<file path="src/rtl/mul_pkg.sv">
// ---------------------------------------------------------------------------
// mul_pkg
//
// Shared definitions for the sequential shift-and-add multiplier.
//
// Contents:
//   mul_state_t   - control state of the multiplier (IDLE, BUSY, DONE)
//   MAG_MAX_WIDTH - widest operand the magnitude helper can handle
//   twos_mag()    - magnitude of a two's-complement value of a given width,
//                   or the raw value when the operation is unsigned
//   cfg_ok()      - legality check for the WIDTH / BITS_PER_CYCLE pair,
//                   used by the top to raise an elaboration error
// ---------------------------------------------------------------------------
package mul_pkg;

  // Control states of the multiplier.
  typedef enum logic [1:0] {
    IDLE = 2'd0,
    BUSY = 2'd1,
    DONE = 2'd2
  } mul_state_t;

  // Operands are zero-extended to this width before the magnitude helper
  // runs, so one function serves every legal WIDTH.
  localparam int MAG_MAX_WIDTH = 128;

  // Returns |value| for a signed operand of 'width' bits, or the raw value
  // for an unsigned one. Only the low 'width' bits of the result are
  // meaningful; the rest are zero. The most negative number maps to
  // 2^(width-1), which still fits in 'width' unsigned bits.
  function automatic logic [MAG_MAX_WIDTH-1:0] twos_mag(
    input logic [MAG_MAX_WIDTH-1:0] value,
    input int                       width,
    input logic                     is_signed
  );
    logic [MAG_MAX_WIDTH-1:0] mask;
    logic [MAG_MAX_WIDTH-1:0] neg;
    logic                     top_bit;
    mask    = (MAG_MAX_WIDTH'(1) << width) - MAG_MAX_WIDTH'(1);
    top_bit = |(value & (MAG_MAX_WIDTH'(1) << (width - 1)));
    neg     = (~value + MAG_MAX_WIDTH'(1)) & mask;
    if (is_signed && top_bit) begin
      return neg;
    end
    return value & mask;
  endfunction

  // A configuration is legal when the operand is at least two bits wide,
  // fits the magnitude helper, and splits into whole steps.
  function automatic bit cfg_ok(input int width, input int bpc);
    return (width >= 2) && (width <= MAG_MAX_WIDTH) &&
           (bpc >= 1) && (bpc <= width) && ((width % bpc) == 0);
  endfunction

endpackage

</file>
<file path="src/rtl/mul_step.sv">
// ---------------------------------------------------------------------------
// mul_step
//
// One iteration of the shift-and-add multiplier (purely combinational).
// Forms the partial product of BITS_PER_CYCLE multiplier bits with the
// multiplicand, shifts it into place for the current step and adds it to
// the running accumulator.
//
// Ports:
//   acc_i    in  2*WIDTH         running accumulator
//   mcand_i  in  WIDTH           multiplicand magnitude
//   bits_i   in  BITS_PER_CYCLE  multiplier bits retired this step
//   count_i  in  CNT_W           step index (0 .. N-1)
//   acc_o    out 2*WIDTH         accumulator after this step
// ---------------------------------------------------------------------------
module mul_step
  import mul_pkg::*;
#(
  parameter int WIDTH          = 32,
  parameter int BITS_PER_CYCLE = 1,
  parameter int CNT_W          = 5
) (
  input  logic [2*WIDTH-1:0]        acc_i,
  input  logic [WIDTH-1:0]          mcand_i,
  input  logic [BITS_PER_CYCLE-1:0] bits_i,
  input  logic [CNT_W-1:0]          count_i,
  output logic [2*WIDTH-1:0]        acc_o
);

  localparam int ACC_W = 2 * WIDTH;
  localparam int SH_W  = $clog2(ACC_W) + 1;

  logic [ACC_W-1:0] partial;
  logic [ACC_W-1:0] shifted;
  logic [SH_W-1:0]  shamt;

  // Shift-and-add over the retired bits, then align the partial product
  // to the bit position of this step. The full product of two WIDTH-bit
  // magnitudes fits in 2*WIDTH bits, so the sum never carries out.
  always_comb begin
    partial = '0;
    for (int k = 0; k < BITS_PER_CYCLE; k++) begin
      if (bits_i[k]) begin
        partial = partial + (ACC_W'(mcand_i) << k);
      end
    end
    shamt   = SH_W'(count_i) * SH_W'(BITS_PER_CYCLE);
    shifted = partial << shamt;
    acc_o   = acc_i + shifted;
  end

endmodule

</file>
<file path="src/rtl/seq_multiplier.sv">
// ---------------------------------------------------------------------------
// seq_multiplier
//
// Iterative shift-and-add multiplier with valid/ready handshakes on both
// sides. Operands are converted to magnitudes on accept, multiplied over
// N = WIDTH/BITS_PER_CYCLE busy cycles, and the sign is applied to the
// 2*WIDTH result on the last step. The product is held in DONE until the
// consumer takes it.
//
// Ports:
//   clk        in  1        clock, rising edge
//   rst        in  1        synchronous active-high reset
//   in_valid   in  1        operands and mode are valid
//   in_ready   out 1        unit can accept an operation (IDLE)
//   a          in  WIDTH    multiplicand
//   b          in  WIDTH    multiplier
//   is_signed  in  1        1: two's-complement operation, 0: unsigned
//   out_valid  out 1        product is valid (DONE)
//   out_ready  in  1        consumer accepts the product
//   product    out 2*WIDTH  full product
//   busy       out 1        an operation is in flight (BUSY)
// ---------------------------------------------------------------------------
module seq_multiplier
  import mul_pkg::*;
#(
  parameter int WIDTH          = 32,
  parameter int BITS_PER_CYCLE = 1
) (
  input  logic                 clk,
  input  logic                 rst,
  input  logic                 in_valid,
  output logic                 in_ready,
  input  logic [WIDTH-1:0]     a,
  input  logic [WIDTH-1:0]     b,
  input  logic                 is_signed,
  output logic                 out_valid,
  input  logic                 out_ready,
  output logic [2*WIDTH-1:0]   product,
  output logic                 busy
);

  localparam int STEPS = WIDTH / BITS_PER_CYCLE;
  localparam int CNT_W = (STEPS > 1) ? $clog2(STEPS) : 1;
  localparam logic [CNT_W-1:0] LAST_STEP = CNT_W'(STEPS - 1);
  localparam bit CFG_OK = cfg_ok(WIDTH, BITS_PER_CYCLE);

  // Illegal parameter combinations stop elaboration.
  if (!CFG_OK) begin : g_cfg_check
    $error("seq_multiplier: WIDTH must be >= 2 and divisible by BITS_PER_CYCLE");
  end

  mul_state_t           state_q, state_d;
  logic [WIDTH-1:0]     mcand_q, mcand_d;
  logic [WIDTH-1:0]     mult_q, mult_d;
  logic                 sign_q, sign_d;
  logic [2*WIDTH-1:0]   acc_q, acc_d;
  logic [CNT_W-1:0]     count_q, count_d;
  logic [2*WIDTH-1:0]   product_q, product_d;
  logic [2*WIDTH-1:0]   step_acc;

  // One shift-and-add iteration on the current registers.
  mul_step #(
    .WIDTH          (WIDTH),
    .BITS_PER_CYCLE (BITS_PER_CYCLE),
    .CNT_W          (CNT_W)
  ) u_step (
    .acc_i   (acc_q),
    .mcand_i (mcand_q),
    .bits_i  (mult_q[BITS_PER_CYCLE-1:0]),
    .count_i (count_q),
    .acc_o   (step_acc)
  );

  // State and datapath registers; reset clears everything, discarding any
  // operation in flight and any product waiting to be drained.
  always_ff @(posedge clk) begin
    if (rst) begin
      state_q   <= IDLE;
      mcand_q   <= '0;
      mult_q    <= '0;
      sign_q    <= 1'b0;
      acc_q     <= '0;
      count_q   <= '0;
      product_q <= '0;
    end else begin
      state_q   <= state_d;
      mcand_q   <= mcand_d;
      mult_q    <= mult_d;
      sign_q    <= sign_d;
      acc_q     <= acc_d;
      count_q   <= count_d;
      product_q <= product_d;
    end
  end

  // Next-state and datapath control. Operands presented outside IDLE are
  // ignored because only the IDLE branch looks at in_valid.
  always_comb begin
    state_d   = state_q;
    mcand_d   = mcand_q;
    mult_d    = mult_q;
    sign_d    = sign_q;
    acc_d     = acc_q;
    count_d   = count_q;
    product_d = product_q;

    case (state_q)
      IDLE: begin
        if (in_valid) begin
          mcand_d = WIDTH'(twos_mag(MAG_MAX_WIDTH'(a), WIDTH, is_signed));
          mult_d  = WIDTH'(twos_mag(MAG_MAX_WIDTH'(b), WIDTH, is_signed));
          sign_d  = is_signed & (a[WIDTH-1] ^ b[WIDTH-1]);
          acc_d   = '0;
          count_d = '0;
          state_d = BUSY;
        end
      end

      BUSY: begin
        acc_d   = step_acc;
        mult_d  = mult_q >> BITS_PER_CYCLE;
        count_d = count_q + CNT_W'(1);
        // Last step: apply the sign to the finished magnitude. Negating
        // zero yields zero, so a zero product never comes out as -0.
        if (count_q == LAST_STEP) begin
          product_d = sign_q ? (~step_acc + 1'b1) : step_acc;
          state_d   = DONE;
        end
      end

      DONE: begin
        if (out_ready) begin
          state_d = IDLE;
        end
      end

      default: begin
        state_d = IDLE;
      end
    endcase
  end

  assign in_ready  = (state_q == IDLE);
  assign busy      = (state_q == BUSY);
  assign out_valid = (state_q == DONE);
  assign product   = product_q;

endmodule

</file>
<file path="config.mk">
export PLATFORM = sky130hd
export DESIGN_NAME = seq_multiplier
export DESIGN_NICKNAME = d
export VERILOG_FILES = /design/src/rtl/mul_pkg.sv /design/src/rtl/mul_step.sv /design/src/rtl/seq_multiplier.sv
export SDC_FILE = /design/constraint.sdc
export NUM_CORES = 1
export LEC_CHECK = 0
export ABC_AREA = 1
export BUFFER_PORTS_ARGS = -buffer_cell sky130_fd_sc_hd__clkbuf_2
export CAP_MARGIN = 20
export CORE_MARGIN = 1
export CORE_UTILIZATION = 40
export DETAILED_ROUTE_END_ITERATION = 8
export PLACE_DENSITY = 0.54
export SKIP_CTS_REPAIR_TIMING = 1
export SYNTH_ARGS = -nofsm -noshare
export SYNTH_HDL_FRONTEND = slang
export SYNTH_HIERARCHICAL = 1
export SYNTH_SLANG_ARGS = --single-unit
</file>
<file path="constraint.sdc">
create_clock -name clk -period 4.92 [get_ports clk]
set_clock_uncertainty 0.1 [all_clocks]
set_input_delay 0.492 -clock clk [delete_from_list [all_inputs] [get_ports clk]]
set_output_delay 0.492 -clock clk [all_outputs]
set_load 0.05 [all_outputs]
</file>
# Yosys cells after proc, flatten, opt, wreduce, memory -nomap -nowiden
# Cells that the tools add are included.
[word_totals]
ff_bits = 200
output_inout_bits = 67
in_bits = 69
[classes]
muxes = 22
n_shift = 1
addsub = 5
bitwise = 5
reduce_logical = 8
n_eq_ne = 6
[ops]
columns = ["cell", "count"]
rows = [
  ["2-to-1 mux 32 bit", 6],
  ["2-to-1 mux 64 bit", 2],
  ["case mux 64 bit (2 select lines)", 1],
  ["adder 32 x 1 -> 32 bit (second input constant)", 2],
  ["adder 64 x 1 -> 64 bit (second input constant)", 1],
  ["adder 64 bit", 1],
  ["inverter 32 bit", 2],
  ["inverter 64 bit", 1],
  ["case mux 32 bit (2 select lines)", 1],
  ["left shift 64 x 5 -> 64 bit", 1],
  ["case mux 5 bit (2 select lines)", 1],
  ["2-to-1 mux 1 bit", 6],
  ["2-to-1 mux 2 bit", 3],
  ["case mux 2 bit (3 select lines)", 1],
  ["AND reduction 2 bit", 3],
  ["adder 5 x 1 -> 5 bit (second input constant)", 1],
  ["== test 5 bit (second input constant)", 1],
  ["2-to-1 mux 5 bit", 1],
  ["!= test 2 x 1 -> 1 bit (second input constant)", 2],
  ["AND reduction 3 bit", 1],
  ["== test 2 x 1 -> 1 bit (second input constant)", 1],
  ["== test 2 bit (second input constant)", 1],
  ["logical AND 1 bit", 2],
  ["zero test 2 bit", 1],
  ["other kinds (4)", 4],
]

# Depth between registers and ports, before layout
[logic_depth]
ltp_word = 7
depth_mapped = 37
mapped_depth_nobuf = 35

# Cells and area by module
# The synthesis kept the hierarchy.
[modules_own_cells]
columns = ["mod", "seq_area_each_um2", "cells_per_inst", "area_each_um2", "instances"]
rows = [
  ["seq_multiplier", 4003.8, 1797, 11400.9, 1],
  ["mul_step", 0.0, 1803, 8255.4, 1],
]

# Worst setup path before layout
# No wires, ideal clock.
[synth_path]
path_type = "register to register"
startpoint = "register count_q[0]"
endpoint = "register product_q[52] (netlist: product[52])"
path_buffers = 2
path_stages_with_launch = 31
path_slack_ns = 1.303
arrival_time_ns = 3.408
period_less_slack_ns = 3.617
path_cell_list = "dfxtp_1 -> buf_4 -> buf_6 -> nand3_1 -> o21ai_1 -> nand2_1 -> nor2_1 -> inv_1 -> nor3_1 -> ha_1 -> nand2_1 -> nor2_1 -> or2_2 -> nand2_1 -> nand3_1 -> nand3_1 -> nand2_1 -> nand2_1 -> nand2_1 -> nor2_1 -> nand2_1 -> nor2_1 -> nand2_1 -> nor2_1 -> nand2_1 -> nand2_1 -> nand2_1 -> nand2_1 -> nand3_1 -> nand2_1 -> inv_1"
[synth_via]
elab_chain_cells = 5
elab_cells_between_ends = 7
classes_between = "add/sub (2); eq/ne (1); shift (1); mux (1); bitwise (1); reduce/logical (1)"
[synth_rtl]
columns = ["element", "line_no", "rtl"]
rows = [
  ["start, declared", "seq_multiplier.sv:57", "logic [CNT_W-1:0] count_q, count_d;"],
  ["start signal, assigned", "seq_multiplier.sv:91", "count_q <= count_d;"],
  ["left shift 64 x 5 -> 64 bit", "mul_step.sv:48", "shifted = partial << shamt;"],
  ["adder 64 bit", "mul_step.sv:49", "acc_o = acc_i + shifted;"],
  ["named net step_acc[35]", "seq_multiplier.sv:59", "logic [2*WIDTH-1:0] step_acc;"],
  ["inverter 64 bit", "seq_multiplier.sv:126", "product_d = sign_q ? (~step_acc + 1'b1) : step_acc;"],
  ["adder 64 x 1 -> 64 bit", "seq_multiplier.sv:126", ""],
  ["2-to-1 mux 64 bit", "seq_multiplier.sv:126", ""],
  ["end signal, assigned", "seq_multiplier.sv:92", "product_q <= product_d;"],
  ["end, declared", "seq_multiplier.sv:58", "logic [2*WIDTH-1:0] product_q, product_d;"],
]
# The timed path passes the listed nets, and every way through them passes these cells.
# A chain may end at the register's enable or synchronous reset.

# Final worst setup path
[layout_path]
startpoint = "register mult_q[0]"
endpoint = "register product_q[28] (netlist: product[28])"
[layout_via]
elab_chain_cells = 6
[layout_rtl]
columns = ["element", "line_no", "rtl"]
rows = [
  ["start, declared", "seq_multiplier.sv:54", "logic [WIDTH-1:0] mult_q, mult_d;"],
  ["start signal, assigned", "seq_multiplier.sv:88", "mult_q <= mult_d;"],
  ["2-to-1 mux 32 bit", "mul_step.sv:43", "if (bits_i[k]) begin"],
  ["left shift 64 x 5 -> 64 bit", "mul_step.sv:48", ""],
  ["adder 64 bit", "mul_step.sv:49", ""],
  ["named net step_acc[19]", "seq_multiplier.sv:59", ""],
  ["inverter 64 bit", "seq_multiplier.sv:126", ""],
  ["adder 64 x 1 -> 64 bit", "seq_multiplier.sv:126", ""],
  ["2-to-1 mux 64 bit", "seq_multiplier.sv:126", ""],
]
# The timed path passes the listed nets, and every way through them passes these cells.

==> flow_summary_export.csv <==
group,metric,value,unit
logic_synthesis,avgSynthCellArea,5.460,um^2
logic_synthesis,synth_compound_area_frac,0.1386,
outcome,status,"finished, final reports clean",
power,report.power.total,4.480,mW
sta,setup_viol,0,
critical_path,endpoint_kind,"flip-flop",
logic_synthesis,async_reset_ff_frac,0,
logic_synthesis,syn_nets,3738,
logic_synthesis,ys_seq_area_frac,0.2037,
sta,slew_violations,0,
finish,ff_latch_area,4010,um^2
floorplan,die_h,223.7,um
floorplan,io_pins,136,
critical_path,critical-path-top-delay-family,"simple AND/OR/NAND/NOR gates",
logic_synthesis,syn_area,19660,um^2
sta,finalHoldViolCount,0,
detailed_routing,drc_errors,0,
clocking,clock_path_buffers,2,
placement,gp_congestion,1.001,
placement,hpwl,66950,um
sta,setup_tns,0,ns
logic_synthesis,synth.distinct_cells,50,
logic_synthesis,synth_xor_area_frac,0.03475,
critical_path,critical-path-slowest-cell,"xor2_2",
detailed_routing,drt-initial-drc-count,2120,
power,cellPowerDensity,201.0,nW/um^2
logic_synthesis,synthSimpleGateAreaFrac,0.4507,
finish,nFillCells,5354,
floorplan,core,48150,um^2
sta,finalCritPeriodShare,0.9421,
global_route,grt_pass1_vias,21510,
logic_synthesis,yosysWarnings,6,
detailed_routing,routedWlPerCell,18.92,um
floorplan,rows,80,
floorplan,die_w,223.7,um
floorplan,start_util,0.4083,
finish,drive_gt1_frac,0.1227,
hold_path,hold_path.class,"input port to flip-flop",
finish,layout_commonest_cell,"nand2_1",
detailed_routing,antenna_left,0,
clocking,cts_sinks,200,
global_route,antenna_found_initial,0,
logic_synthesis,synth_top_family_by_area,"simple AND/OR/NAND/NOR gates",
critical_path,startpoint_type,"flip-flop",
critical_path,cp_max_fo,22,
clocking,cts_root_buf,"clkbuf_16",
global_route,globalRoute.totalOverflow,0,
finish,multi_input_area,13610,um^2
finish,nNetsFinal,3842,
logic_synthesis,synthFlopType,"dfxtp_1",
sta,fin_ws,0.2848,ns
detailed_routing,drt_pass1_iterations,5,
logic_synthesis,ys_ff_latch,200,
global_route,grt.total_usage,0.3295,
logic_synthesis,muxShareOfSynthArea,0,
finish,mostFrequentLayoutCells,"1311 x nand2_1, 489 x inv_1, 344 x nor2_1",
floorplan,die_area,50030,um^2
critical_path,worst-setup-path-type,"flip-flop to flip-flop",
flow_run,drv_cap,0,
sta,worstMarginPinSlew,1.152,ns
logic_synthesis,synth_cells,3600,
critical_path,crit_required,5.19,ns
logic_synthesis,synth-edff-count,0,
global_route,grt_max_degree,110,
detailed_routing,drt-total-wl,82740,um
detailed_routing,vias,23050,
global_route,grt_pass1_wl,125000,um
power,vdd_drop_max,300.3,uV
sta,relSlewSlack,0.2322,
finish,area_growth,13.42,%
clocking,cts_made_buffers,17,
critical_path,critical_path_buf_inv_count,4,
power,p_leak,11.59,nW
sta,fin_crit,4.635,ns
placement,portBuffers,135,
critical_path,worstPathArrival,4.91,ns
logic_synthesis,synthAdderAreaFrac,0.04430,
sta,fmax,0.2157,GHz
critical_path,slowest_delay,0.46,ns
finish,final_util,0.4630,
critical_path,regToRegSetupSlack,0.28,ns
finish,antenna_cells,0,
clocking,clkTransAtPathRegs,0.08,ns
clocking,clk_latency,0.51,ns
clocking,cts_tree,"done",
detailed_routing,viasPerCell,5.272,
placement,place_ws,-0.1116,ns
clocking,h-tree-depth,4,
critical_path,crit_path_frequent_cell,"nand2_1",
-- flip-flops by register name (all words and copies together), names as in the netlist --
| name | cells |
|---|---|
| mcand_q | 32 |
| state_q | 2 |
| mult_q | 32 |
| count_q | 5 |
| product | 64 |
| acc_q | 64 |
| sign_q | 1 |
-- synthesized netlist by cell type (8+ instances only) --
cell type,count,area [um^2]
a21oi_1,187,935.9
a22oi_1,21,157.7
a31oi_1,10,62.56
buf_1,12,45.04
buf_2,54,270.3
clkbuf_1,49,183.9
dfxtp_1,200,4004
ha_1,68,850.8
inv_1,490,1839
inv_2,8,30.03
nand2_1,1345,5049
nand2_2,22,137.6
nand3_1,278,1391
nand3b_1,9,67.56
nand4_1,42,262.8
nor2_1,394,1479
nor2_2,13,81.33
nor3_1,25,125.1
o211ai_1,34,255.2
o21a_1,28,210.2
o21ai_0,102,510.5
o21ai_1,36,180.2
o21ai_2,16,140.1
o21bai_1,17,127.6
xnor2_1,18,157.7
xor2_1,60,525.5
-- power by group --
group          total [mW]  switching (mW)  internal, mW
clock network        1.48           0.804         0.676
logic                1.28           0.898         0.386
registers            1.72          0.0442          1.67
total                4.48            1.75          2.73
-- worst register-to-register path, cell delays in order (launching register included) --
cell	delay, ns
dfxtp_4	0.40
buf_12	0.17
nand2_1	0.13
o211ai_2	0.17
o21ai_1	0.09
or2_1	0.23
nand3_1	0.10
nand2_1	0.06
nor2_1	0.25
ha_1	0.35
nand2_1	0.16
inv_1	0.05
nand2_1	0.06
nand2_1	0.11
nand2_1	0.08
nand2_1	0.12
inv_1	0.10
nand3_2	0.20
xor2_2	0.46
nor2_1	0.14
nand2_1	0.14
inv_1	0.06
nand3_1	0.09
nand2_2	0.11
o21ai_1	0.15
xor2_1	0.31
a21oi_1	0.12
-- final timing paths --
check	depth (start not counted)	end	start
worst min-delay path	4	state_q[1]	out_ready
worst max register to register	26	product[28]	mult_q[0]
worst max-delay path	26	product[28]	mult_q[0]
worst min register to register	2	acc_q[56]	acc_q[56]
-- per-layer routing --
| layer | wire (um) | up-vias | share of wire | GRT usage |
|---|---|---|---|---|
| met3 | 5813 | 132 | 0.070 | 0.05916 |
| met2 | 36630 | 793 | 0.44 | 0.5334 |
| li1 | - | 11530 | - | - |
| met5 | 0 | - | 0 | 0 |
| met4 | 2674 | 0 | 0.032 | 0.1089 |
| met1 | 37630 | 10600 | 0.45 | 0.4401 |
-- kinds of logic (layout without fill, tap and decap cells) --
logic type	after synthesis	count (layout)
simple gates	2158	2158
buf+inv	628	745
compound gates	467	467
flops	200	200
xor+xnor	78	78
fa+ha+maj	69	69
-- final cells by class --
class,instances,share of cell area
multi-input combinational,2772,0.6107
timing repair buffer,213,0.06196
inverter,500,0.08441
tap,656,0.03682
clock inverter,15,0.007184
clock buffer,17,0.01908
sequential,200,0.1799
-- stage by stage --
| step | cell area, um^2 | cells | hold slack, ns |
|---|---|---|---|
| after floorplan | 19660 | 3600 | 0.3444 |
| after global placement | 21200 | 4340 | 0.3524 |
| after detailed placement | 21200 | 4340 | 0.3582 |
| after CTS | 21780 | 4372 | 0.1259 |
| after global routing | 22290 | 4373 | 0.1501 |
| final | 22290 | 4373 | 0.1520 |
No activity file was read; power rests on OpenSTA's default activity.
